[src/rtl/writeback_arbiter.sv]
// ---------------------------------------------------------------------------
// writeback_arbiter
//   Shares the single register-file write port between the in-order pipeline
//   and a small FIFO of long-latency (LU) results. The pipeline normally has
//   priority. A starve counter bounds how long the FIFO head can be blocked:
//   once it reaches STARVE_LIMIT, the head is forced through and the pipeline
//   is stalled for that cycle. A 32-bit scoreboard tracks the registers that
//   still have an outstanding long-latency write.
//
// Ports
//   clk_i, rst_i           : clock, synchronous active-high reset
//   pipe_we_i/rd_i/data_i  : pipeline write request
//   pipe_stall_o           : pipeline must hold its write this cycle
//   issue_i/issue_rd_i     : a long-latency op was issued to issue_rd_i
//   lu_valid_i/rd_i/data_i : long-latency result beat
//   lu_ready_o             : FIFO can accept a result beat
//   RegWrite_o/RDaddr_o/RDdata_o : registered register-file write
//   busy_o                 : pending long-latency write scoreboard (bit n = xn)
// ---------------------------------------------------------------------------
`ifndef REG_NUM_BITS
`define REG_NUM_BITS 5
`endif
`ifndef REG_LEN
`define REG_LEN 32
`endif

module writeback_arbiter #(
  parameter int FIFO_DEPTH   = 2,
  parameter int STARVE_LIMIT = 3
) (
  input  logic                     clk_i,
  input  logic                     rst_i,
  input  logic                     pipe_we_i,
  input  logic [`REG_NUM_BITS-1:0] pipe_rd_i,
  input  logic [`REG_LEN-1:0]      pipe_data_i,
  output logic                     pipe_stall_o,
  input  logic                     issue_i,
  input  logic [`REG_NUM_BITS-1:0] issue_rd_i,
  input  logic                     lu_valid_i,
  output logic                     lu_ready_o,
  input  logic [`REG_NUM_BITS-1:0] lu_rd_i,
  input  logic [`REG_LEN-1:0]      lu_data_i,
  output logic                     RegWrite_o,
  output logic [`REG_NUM_BITS-1:0] RDaddr_o,
  output logic [`REG_LEN-1:0]      RDdata_o,
  output logic [31:0]              busy_o
);

  localparam int PTR_W = (FIFO_DEPTH > 1) ? $clog2(FIFO_DEPTH) : 1;
  localparam int CNT_W = $clog2(FIFO_DEPTH + 1);
  localparam int STV_W = $clog2(STARVE_LIMIT + 1);
  localparam logic [CNT_W-1:0] DEPTH_C  = CNT_W'(FIFO_DEPTH);
  localparam logic [STV_W-1:0] STARVE_C = STV_W'(STARVE_LIMIT);

  // FIFO storage (no reset needed: pointers/count define validity)
  logic [`REG_NUM_BITS-1:0] fifo_rd_q   [FIFO_DEPTH];
  logic [`REG_LEN-1:0]      fifo_data_q [FIFO_DEPTH];

  logic [PTR_W-1:0]         wr_ptr_q, wr_ptr_d;
  logic [PTR_W-1:0]         rd_ptr_q, rd_ptr_d;
  logic [CNT_W-1:0]         count_q, count_d;
  logic [STV_W-1:0]         starve_q, starve_d;
  logic [31:0]              busy_q, busy_d;
  logic                     regwrite_q, regwrite_d;
  logic [`REG_NUM_BITS-1:0] rdaddr_q, rdaddr_d;
  logic [`REG_LEN-1:0]      rddata_q, rddata_d;

  logic                     fifo_empty_s;
  logic                     accept_s;
  logic                     pipe_eff_s;
  logic                     force_s;
  logic                     head_commit_s;
  logic                     pipe_commit_s;
  logic [`REG_NUM_BITS-1:0] head_rd_s;
  logic [`REG_LEN-1:0]      head_data_s;

  assign fifo_empty_s  = (count_q == {CNT_W{1'b0}});
  assign lu_ready_o    = (count_q < DEPTH_C);
  assign accept_s      = lu_valid_i && lu_ready_o;
  assign pipe_eff_s    = pipe_we_i && (pipe_rd_i != {`REG_NUM_BITS{1'b0}});
  // Starved head is forced through; the pipeline is told to hold.
  assign force_s       = (starve_q == STARVE_C) && !fifo_empty_s;
  assign head_commit_s = !fifo_empty_s && (force_s || !pipe_eff_s);
  assign pipe_commit_s = pipe_eff_s && !force_s;
  assign pipe_stall_o  = force_s;
  assign head_rd_s     = fifo_rd_q[rd_ptr_q];
  assign head_data_s   = fifo_data_q[rd_ptr_q];

  assign RegWrite_o    = regwrite_q;
  assign RDaddr_o      = rdaddr_q;
  assign RDdata_o      = rddata_q;
  assign busy_o        = busy_q;

  // Next-state for FIFO pointers, occupancy and starve counter
  always_comb begin
    wr_ptr_d = wr_ptr_q;
    rd_ptr_d = rd_ptr_q;
    count_d  = count_q;
    starve_d = starve_q;
    if (accept_s) begin
      wr_ptr_d = wr_ptr_q + PTR_W'(1);
    end else begin
      wr_ptr_d = wr_ptr_q;
    end
    if (head_commit_s) begin
      rd_ptr_d = rd_ptr_q + PTR_W'(1);
    end else begin
      rd_ptr_d = rd_ptr_q;
    end
    case ({accept_s, head_commit_s})
      2'b10:   count_d = count_q + CNT_W'(1);
      2'b01:   count_d = count_q - CNT_W'(1);
      default: count_d = count_q;
    endcase
    if (fifo_empty_s || head_commit_s) begin
      starve_d = {STV_W{1'b0}};
    end else if (starve_q != STARVE_C) begin
      starve_d = starve_q + STV_W'(1);
    end else begin
      starve_d = starve_q;
    end
  end

  // Next-state for the register-file write port and the busy scoreboard
  always_comb begin
    regwrite_d = 1'b0;
    rdaddr_d   = rdaddr_q;
    rddata_d   = rddata_q;
    busy_d     = busy_q;
    if (head_commit_s) begin
      // A head destined for x0 still retires, but writes nothing.
      if (head_rd_s != {`REG_NUM_BITS{1'b0}}) begin
        regwrite_d        = 1'b1;
        rdaddr_d          = head_rd_s;
        rddata_d          = head_data_s;
        busy_d[head_rd_s] = 1'b0;
      end else begin
        regwrite_d = 1'b0;
      end
    end else if (pipe_commit_s) begin
      regwrite_d = 1'b1;
      rdaddr_d   = pipe_rd_i;
      rddata_d   = pipe_data_i;
    end else begin
      regwrite_d = 1'b0;
    end
    // Set after clear so a same-cycle re-issue keeps the bit.
    if (issue_i && (issue_rd_i != {`REG_NUM_BITS{1'b0}})) begin
      busy_d[issue_rd_i] = 1'b1;
    end else begin
      busy_d = busy_d;
    end
    busy_d[0] = 1'b0;
  end

  // Control and output registers with synchronous reset
  always_ff @(posedge clk_i) begin
    if (rst_i) begin
      wr_ptr_q   <= {PTR_W{1'b0}};
      rd_ptr_q   <= {PTR_W{1'b0}};
      count_q    <= {CNT_W{1'b0}};
      starve_q   <= {STV_W{1'b0}};
      busy_q     <= 32'h0000_0000;
      regwrite_q <= 1'b0;
      rdaddr_q   <= {`REG_NUM_BITS{1'b0}};
      rddata_q   <= {`REG_LEN{1'b0}};
    end else begin
      wr_ptr_q   <= wr_ptr_d;
      rd_ptr_q   <= rd_ptr_d;
      count_q    <= count_d;
      starve_q   <= starve_d;
      busy_q     <= busy_d;
      regwrite_q <= regwrite_d;
      rdaddr_q   <= rdaddr_d;
      rddata_q   <= rddata_d;
    end
  end

  // FIFO slot write on accept
  always_ff @(posedge clk_i) begin
    if (accept_s) begin
      fifo_rd_q[wr_ptr_q]   <= lu_rd_i;
      fifo_data_q[wr_ptr_q] <= lu_data_i;
    end
  end

endmodule

[config.mk]
export PLATFORM = sky130hd
export DESIGN_NAME = writeback_arbiter
export DESIGN_NICKNAME = d
export VERILOG_FILES = /design/src/rtl/writeback_arbiter.sv
export SDC_FILE = /design/constraint.sdc
export NUM_CORES = 1
export LEC_CHECK = 0
export ABC_AREA = 1
export BUFFER_PORTS_ARGS = -buffer_cell sky130_fd_sc_hd__buf_2
export CELL_PAD_IN_SITES_DETAIL_PLACEMENT = 1
export CELL_PAD_IN_SITES_GLOBAL_PLACEMENT = 2
export CORE_ASPECT_RATIO = 1.2
export CORE_MARGIN = 3
export CORE_UTILIZATION = 31
export DETAILED_ROUTE_END_ITERATION = 8
export GPL_ROUTABILITY_DRIVEN = 0
export HOLD_SLACK_MARGIN = 0.03
export PLACE_DENSITY_LB_ADDON = 0.2
export SETUP_SLACK_MARGIN = 0.4
export SLEW_MARGIN = 20
export SYNTH_ARGS = -nofsm -noshare
export SYNTH_HDL_FRONTEND = slang
export SYNTH_SLANG_ARGS = --single-unit
export TNS_END_PERCENT = 5
[constraint.sdc]
create_clock -name clk_i -period 3.1 [get_ports clk_i]
set_clock_uncertainty 0.15 [all_clocks]
set_input_delay 0.31 -clock clk_i [delete_from_list [all_inputs] [get_ports clk_i]]
set_output_delay 0.31 -clock clk_i [all_outputs]
set_load 0.05 [all_outputs]
Yosys cells after proc, flatten, opt, wreduce, memory -nomap -nowiden
Memories as Yosys holds them, arrays and structs flattened. A register that Yosys moved wholly into a read port is not among the register bits.
Index checks and enable logic that the tools add are counted.
W data, S select, Z words.
Storage, ports and cells
  input bits: 84
  output and inout bits: 72
  logic and storage cells: 73
  memory bits (read-only): 0
  bits in latches: 0
  register bits after elaboration: 76
  bits in writable memories: 74
  memories: 2
Memories
  fifo_data_q: words 2, bits a word 32, read ports 1, clocked after memory_dff 1, wr ports 1, line 57  | logic [`REG_LEN-1:0] fifo_data_q [FIFO_DEPTH];
  fifo_rd_q: words 2, bits a word 5, read ports 1, clocked after memory_dff 1, wr ports 1, line 56  | logic [`REG_NUM_BITS-1:0] fifo_rd_q [FIFO_DEPTH];
Cells by class
  shifts and indexed selects: 0
  $mul: 0
  muxes and demuxes: 23
  $lt $le $gt $ge: 5
  bitwise logic cells: 3
  equal/unequal tests: 5
  divide/modulo/power cells: 0
  reduce and logical (&&, ||, !) cells: 21
  add/sub/neg operators: 5
Operators by type and width (count)
  $mux W32: 6
  $and A32 B32 Y32: 1
  $not A32 Y32: 1
  $or A32 B32 Y32: 1
  $mux W5: 3
  $reduce_bool A5 Y1: 3
  $lt A5 B6 Y1 const B: 2
  $mux W1: 11
  $demux W1 S5: 2
  $ge A5 B1 Y1 const B: 2
  $logic_and A1 B1 Y1: 8
  $add A2 B1 Y2 const B: 2
  $eq A2 B2 Y1 const B: 2
  $pmux W2 S2: 1
  $reduce_bool A2 Y1: 2
  $logic_not A1 Y1: 3
  $add A1 B1 Y1 const B: 2
  $eq A2 B1 Y1 const B: 1
  $logic_not A2 Y1: 1
  $logic_or A1 B1 Y1: 2
  $lt A2 B2 Y1 const B: 1
  $ne A2 B1 Y1 const B: 1
  $ne A2 B2 Y1 const B: 1
  $reduce_and A2 Y1: 1
  2 further kinds: 2

Longest topological paths before layout
Gate-level depths: netlist of run 1.
  depth after elaboration: 10
  depth in mapped cells: 12
  mapped depth without buffers: 10

Worst setup path after synthesis of run 1
No wires, ideal clock.
  path type: register to register
  start point: reg count_q[1]
  end point: mem fifo_data_q[1][0] (netlist name) (enable)
  buffers on the path: 0
  path slack: 0.063 ns
  cell stages (with the launch flop): 4
  period minus slack after synthesis: 3.037 ns
  required time: 2.517 ns
  arrival time: 2.454 ns
  setup time: 0.433 ns
  path through: dfxtp_1 inv_1 nand2_1 nor2_1
On the way
  longest elaborated chain between the ends: 4
RTL lines
  start, declared: line 61  | logic [CNT_W-1:0] count_q, count_d;
  start signal, assigned: line 161  | count_q <= {CNT_W{1'b0}};
  start signal, assigned: line 170  | count_q <= count_d;
  $lt A2 B2 Y1: line 78  | assign lu_ready_o = (count_q < DEPTH_C);
  via lu_ready_o: line 40  | output logic lu_ready_o,
  $logic_and A1 B1 Y1: line 79  | assign accept_s = lu_valid_i && lu_ready_o;
  $mux W1: line 181  | if (accept_s) begin
  $mux W1 (not written as such): line 183  | fifo_data_q[wr_ptr_q] <= lu_data_i;
  end, declared: line 57
The timed path passes the listed nets, and every way through them passes these cells.

==> summary.txt, run 1 <==
Outcome -> completed
Final Max Slew Viols -> 0
Reg2Reg Depth -> 6
Switching power total -> 0.00292 W
Max IR drop VDD -> 0.478 mV
Clock network power share -> 0.285
Most common cell after layout, fill and taps aside -> nand2_1
Tightest Hold Check Type -> input port to flip-flop
Critical Path Source Type -> flip-flop
Routed Antenna Nets -> 0
WP data required -> 3240 ps
Post-Syn Area -> 6600 µm²
Max Cap Violations -> 0
Worst path top cell family by delay -> simple AND/OR/NAND/NOR gates
I/O pin total -> 156
CP peak stage delay -> 620 ps
Sequential share of power -> 0.358
Hold depth -> 5
# Post-CTS Setup Buffers -> 0
Final number of setup-violating endpoints -> 0
Logic gate share of total power -> 0.356
Num CTS Buffers -> 17
Routed wire length per instance -> 15.8 µm
Critical setup path kind -> flip-flop to flip-flop
Final Non-Filler Cells -> 1285
Endpoint kind of the worst setup timing path -> flip-flop
R2R Setup Slk -> 660 ps
Total Nets Final -> 1093
Initial core utilization -> 0.320
Tcrit/Tclk final -> 0.786
Core ar. -> 20600 µm²
Worst setup margin -> 664 ps
Avg Inst Size Synth -> 8.01 µm²
Largest net degree at the start of global routing -> 57
Area delta synth->final -> 30.9%
Sw Ratio -> 0.405
Max Freq -> 410 MHz
Fill count -> 2510
DRC violations left -> 0
First-pass GRT wire length -> 32.9 mm
CTS Root Cell -> clkbuf_16
Syn Inst Count -> 823
CTS max path bufs -> 2
Vias in the first global route -> 6286
Post-synth EDFFs -> 74
RSZ-0062 raised after global routing -> false
Pre-Repair DR Iteration Count -> 5
Ant diodes -> 0
PD cells -> 834 nW/µm²
Hold buffer count at CTS -> 37
DRT Wirelength -> 20.3 mm
Crit path max fanout -> 22
FP Rows -> 57
Die Height -> 166 µm
Post-Layout Inst Area -> 8630 µm²
Worst skew pair latency -> 420 ps
Yosys warns -> 0
Sequential area share after synthesis -> 0.568
Placed instance count -> 1216
DP Worst Slack -> 610 ps
CTS H-tree lvls -> 4
Clock sinks -> 150
Count of input and output buffers -> 154
Worst path bufs/invs -> 1
CTS tree -> yes
Share of cells above drive strength 1 -> 0.211
Die width -> 139 µm
DIE AREA -> 23100 µm²
#FFs+latches synth -> 150
Placed cell area -> 7680 µm²
Initial antenna violation count -> 0
Fin crit period -> 2440 ps
Hold wc startpoint -> pipe_data_i[26]
Post-synth ARST share -> 0
Gr ovfl total -> 0
Clk pin slew, worst setup/hold paths -> 70 ps
R2r endpoint -> busy_o[27]
Post-Syn Nets -> 909
CP cell instances -> buf_4, o21ai_0, nor2_1, nand2_1, o21ai_0, a21oi_1
Max stage delay cell, worst path -> dfxtp_2
Vias per cell -> 4.59
Relative slew margins -> 0.501
Highest-count cells in the layout ignoring fill and taps -> nand2_1 (297), buf_2 (154), nor2_1 (92)
CP Data Arrival Time -> 2580 ps
Hold Crit Endpoint -> RDdata_o[26]
Final Hold Vio Count -> 0
Crit path top cell by count -> o21ai_0
Post-CTS resize count -> 0
Yosys cell types -> 28
Ys flop type -> dfxtp_1
Via count -> 5897
Power Internal -> 0.00428 W
DPL Wire Length -> 13.9 mm
Worst-margin pin slew -> 747 ps
Iter 0 DRT Violations -> 202
WP depth -> 6
GRT Total Usage -> 0.179
Setup_tns -> 0 ps
Pleak -> 3.99 nW
-- per-stage QoR --
step	util	total power, W	hold slack, ps
CTS	0.419	0.00732	44.0
detailed placement	0.373	0.00520	298
finish	0.419	0.00720	57.1
global route	0.419	0.00770	64.5
floorplan	-	0.00441	259
global placement	0.373	0.00519	286
-- worst max-delay path by stage --
stage                        endpoint  slack, ps
finish                     busy_o[27]        660
global route               busy_o[23]        400
CTS                       RDdata_o[8]        610
detailed placement         busy_o[27]        610
global placement           busy_o[27]        640
floorplan           fifo_data_q[0][0]         70
-- flip-flops by register name, summed over array words and instances (netlist names), named ones only --
signal       flops
fifo_data_q     64
RDdata_o        32
busy_o          31
fifo_rd_q       10
RDaddr_o         5
count_q          2
starve_q         2
RegWrite_o       1
rd_ptr_q         1
wr_ptr_q         1
-- worst reg2reg max path, stage by stage, from the launching register on --
cell	delay [ps]
dfxtp_2	620
buf_4	390
o21ai_0	170
nor2_1	590
nand2_1	130
o21ai_0	190
a21oi_1	80
-- power groups by stage --
stage | Combinational (W) | Sequential, W | Clock (W)
final | 0.00257 | 0.00258 | 0.00206
after global routing | 0.00289 | 0.00262 | 0.00220
after CTS | 0.00263 | 0.00259 | 0.00211
after detailed placement | 0.00257 | 0.00263 | 0
after global placement | 0.00256 | 0.00263 | 0
after floorplan | 0.00135 | 0.00305 | 0
-- metal layers --
layer / global-route usage / vias up / wire length, µm
li1: - / 3006 / -
met1: 0.224 / 2767 / 9170
met2: 0.312 / 108 / 10100
met3: 0.0383 / 16 / 776
met4: 0.0485 / 0 / 249
met5: 0 / - / 0
-- synth_stat cells, drive strengths merged, types with 2 or more instances --
cell type	instances	area (µm²)
ha	2	25.0
nor4	2	12.5
edfxtp	74	2220
nand4	3	18.8
nand2	301	1130
inv	65	244
clkbuf	24	90.1
o21ai	37	189
nand3	74	370
buf	19	118
dfxtp	76	1520
xor2	2	17.5
a21oi	37	185
nor3	5	25.0
nor2	98	392
-- cell families (layout without fill, tap and decap cells) --
kind of cell,after synthesis,in the layout,synth area share
AND/OR/NAND/NOR,484,484,0.297
flip-flops,150,150,0.568
buffers and inverters,108,305,0.0685
AO/OA/AOI/OAI,76,76,0.0597
adder cells (fa/ha/maj),2,2,0.00379
XOR/XNOR,2,2,0.00266
other,1,1,0.000568
-- cell type report --
class                   instances  area (µm²)  share of cell area
clock buffers                  17         425              0.0493
inverters                      65         244              0.0283
well taps                     265         332              0.0384
flip-flops and latches        150        3740               0.434
repair buffers                208        1310               0.151
clock inverters                15         154              0.0178
multi-input cells             565        2430               0.281
No activity file was read; power rests on OpenSTA's default activity.
==> run 2: changes to the inputs <==
--- a/config.mk
+++ b/config.mk
@@ -5,13 +5,13 @@
 export SDC_FILE = /design/constraint.sdc
 export NUM_CORES = 1
 export LEC_CHECK = 0
-export ABC_AREA = 1
+export ABC_AREA = 0
 export BUFFER_PORTS_ARGS = -buffer_cell sky130_fd_sc_hd__buf_2
 export CELL_PAD_IN_SITES_DETAIL_PLACEMENT = 1
 export CELL_PAD_IN_SITES_GLOBAL_PLACEMENT = 2
 export CORE_ASPECT_RATIO = 1.2
 export CORE_MARGIN = 3
-export CORE_UTILIZATION = 31
+export CORE_UTILIZATION = 34
 export DETAILED_ROUTE_END_ITERATION = 8
 export GPL_ROUTABILITY_DRIVEN = 0
 export HOLD_SLACK_MARGIN = 0.03
==> constraint.sdc (replaced) <==
create_clock -name clk_i -period 2.35 [get_ports clk_i]
set_clock_uncertainty 0.15 [all_clocks]
set_input_delay 0.235 -clock clk_i [delete_from_list [all_inputs] [get_ports clk_i]]
set_output_delay 0.235 -clock clk_i [all_outputs]
set_load 0.05 [all_outputs]
==> run 2 against run 1 <==
First-iteration DRC count is 19% higher. Fmax rose by 20%. Setup slack got worse by 350 ps. Global-route usage increased by 2.5 points. Count of clock-buffer cells in the layout did not move. Core utilization grew 7.5 points. Power rose by 27%. Via count down 6.5%. Critical path type unchanged.
==> summary.txt, run 2 <==
Max stage delay cell, worst path -> or3_1
Initial antenna violation count -> 0
Compound-cell area share of the yosys netlist -> 0.219
Routed Antenna Nets -> 0
Worst skew pair latency -> 430 ps
Tightest Hold Check Type -> input port to flip-flop
Final Hold Vio Count -> 0
Worst-margin pin slew -> 629 ps
Pleak -> 3.35 nW
Largest family of logic cells by synthesized area -> compound AO/OA/AOI/OAI gates
Sw Ratio -> 0.381
Max Freq -> 492 MHz
Outcome -> completed
Multiplexer share of the synthesized area -> 0.00358
Crit path top cell by count -> ha_4
Post-synth EDFFs -> 74
Final number of setup-violating endpoints -> 0
Power Internal -> 0.00566 W
Via count -> 5515
Top post-synthesis cells by count -> dfxtp_1 (76), edfxtp_1 (74), nand2_1 (73)
Iter 0 DRT Violations -> 241
Die Height -> 155 µm
CTS tree -> yes
DPL Wire Length -> 13.2 mm
Avg Inst Size Synth -> 11.2 µm²
Switching power total -> 0.00348 W
Area delta synth->final -> 40.0%
DRC violations left -> 0
CTS H-tree lvls -> 4
Fill count -> 1928
CP Data Arrival Time -> 2240 ps
Count of input and output buffers -> 154
CTS Root Cell -> clkbuf_16
DR WL met2 -> 10.9 mm
Syn Inst Count -> 560
Yosys cell types -> 49
#FFs+latches synth -> 150
Vias in the first global route -> 5963
Final Max Slew Viols -> 0
Top cell type's share of synthesized area -> 0.353
Vias per cell -> 5.38
Share of cells above drive strength 1 -> 0.307
Clock sinks -> 150
CP cell instances -> ha_4, o21a_4, a211o_4, and2_4, ha_4, xnor2_2, or3_1, a21oi_2
Dominant cells by area after synthesis -> edfxtp_1 (35%), dfxtp_1 (24%), a21oi_1 (5.2%)
Synth Area in Adders -> 0.00398
Ys flop type -> dfxtp_1
Crit path max fanout -> 2
Sequential share of power -> 0.376
Die width -> 130 µm
DIE AREA -> 20200 µm²
Sequential area share after synthesis -> 0.595
Endpoint kind of the worst setup timing path -> flip-flop
Biggest register -> fifo_data_q
Critical setup path kind -> flip-flop to flip-flop
Logic gate share of total power -> 0.327
PD cells -> 1040 nW/µm²
RSZ-0062 raised after global routing -> true
WP data required -> 2550 ps
Gr ovfl total -> 0
Worst path top cell family by delay -> simple AND/OR/NAND/NOR gates
Worst path bufs/invs -> 0
Largest net degree at the start of global routing -> 46
Clk pin slew, worst setup/hold paths -> 70 ps
Critical Path Source Type -> flip-flop
Fin crit period -> 2030 ps
Total Nets Final -> 878
Tcrit/Tclk final -> 0.865
Area leader, netlist -> edfxtp_1
Highest-count cells in the layout ignoring fill and taps -> buf_2 (154), dlygate4sd3_1 (75), edfxtp_1 (74)
Post-Synth XOR/XNOR Area -> 0.00417
CP peak stage delay -> 370 ps
FP Rows -> 53
Max Cap Violations -> 0
Hold WS -> 103 ps
Initial core utilization -> 0.353
Met1 WL -> 8.11 mm
Pre-Repair DR Iteration Count -> 4
Num CTS Buffers -> 17
Most common cell after layout, fill and taps aside -> buf_2
Synth Area in Simple Gates -> 0.133
Max reg flops -> 64
Ant diodes -> 0
Max IR drop VDD -> 0.618 mV
Top Metal Used -> met4
Post-Syn Area -> 6290 µm²
Setup_tns -> 0 ps
I/O pin total -> 156
Clock network power share -> 0.297
Post-synth ARST share -> 0
DR WL met3 -> 832 µm
Most numerous cell in the Yosys netlist -> dfxtp_1
GRT Total Usage -> 0.203
Post-Syn Nets -> 646
Core ar. -> 17800 µm²
Yosys warns -> 0
Relative slew margins -> 0.581
DRT Wirelength -> 20.3 mm
CTS max path bufs -> 2
First-pass GRT wire length -> 31.9 mm
Routed wire length per instance -> 19.8 µm
[run 2: power by group through the flow]
stage / logic [W] / registers [W] / clock network (W)
floorplan: 0.00138 / 0.00396 / 0
global placement: 0.00273 / 0.00345 / 0
detailed placement: 0.00281 / 0.00347 / 0
CTS: 0.00297 / 0.00343 / 0.00278
global route: 0.00324 / 0.00349 / 0.00289
finish: 0.00299 / 0.00344 / 0.00271
[run 2: kinds of logic after synthesis]
kind of cell,after synthesis
AO/OA/AOI/OAI,191
AND/OR/NAND/NOR,161
flip-flops,150
buffers and inverters,50
XOR/XNOR,3
adder cells (fa/ha/maj),2
multiplexers,2
other,1
[run 2: worst paths after layout]
check | endpoint | from | cells after the start | slack, ps
hold reg to reg | starve_q[0] | starve_q[0] | 1 | 290
setup reg to reg | count_q[1] | starve_q[1] | 8 | 320
setup / recovery | count_q[1] | starve_q[1] | 8 | 320
hold / removal | busy_o[1] | issue_rd_i[1] | 4 | 100
[run 2: layout make-up]
cell class | instances | area, µm² | area share
clock buffer | 17 | 425 | 0.0483
tap | 220 | 275 | 0.0312
multi-input combinational | 360 | 2390 | 0.272
sequential | 150 | 3750 | 0.426
clock inverter | 15 | 158 | 0.0179
inverter | 5 | 18.8 | 0.00213
timing repair buffer | 258 | 1780 | 0.203
[run 2: per-layer routing]
layer,global-route usage,up-vias
met5,0,-
met4,0.0733,0
met3,0.0419,38
met2,0.374,142
met1,0.229,2723
li1,-,2612
[run 2: timing repair]
action / 4_1_cts / 5_1_grt
pin swaps: 5 / 0
hold endpoints to repair: 112 / 0
hold buffers: 75 / 0
buffers inserted: 3 / 4
endpoints found under the setup margin: 43 / 67
gates resized for setup: 11 / 10
[run 2: tightest hold or removal path, stage by stage]
cell,delay [ps]
buf_2,100
nor2b_1,120
nand2_1,90
a311oi_1,80
[run 2: per-stage QoR]
stage                     utilization  cells  total power (W)  area, µm²  worst slack (ps)
final                           0.494   1025          0.00914       8810               317
after global routing            0.494   1025          0.00962       8810               276
after CTS                       0.490   1021          0.00917       8730               309
after detailed placement        0.411    911          0.00628       7330               133
after global placement          0.411    911          0.00618       7330               197
after floorplan                     -    560          0.00534       6310               145
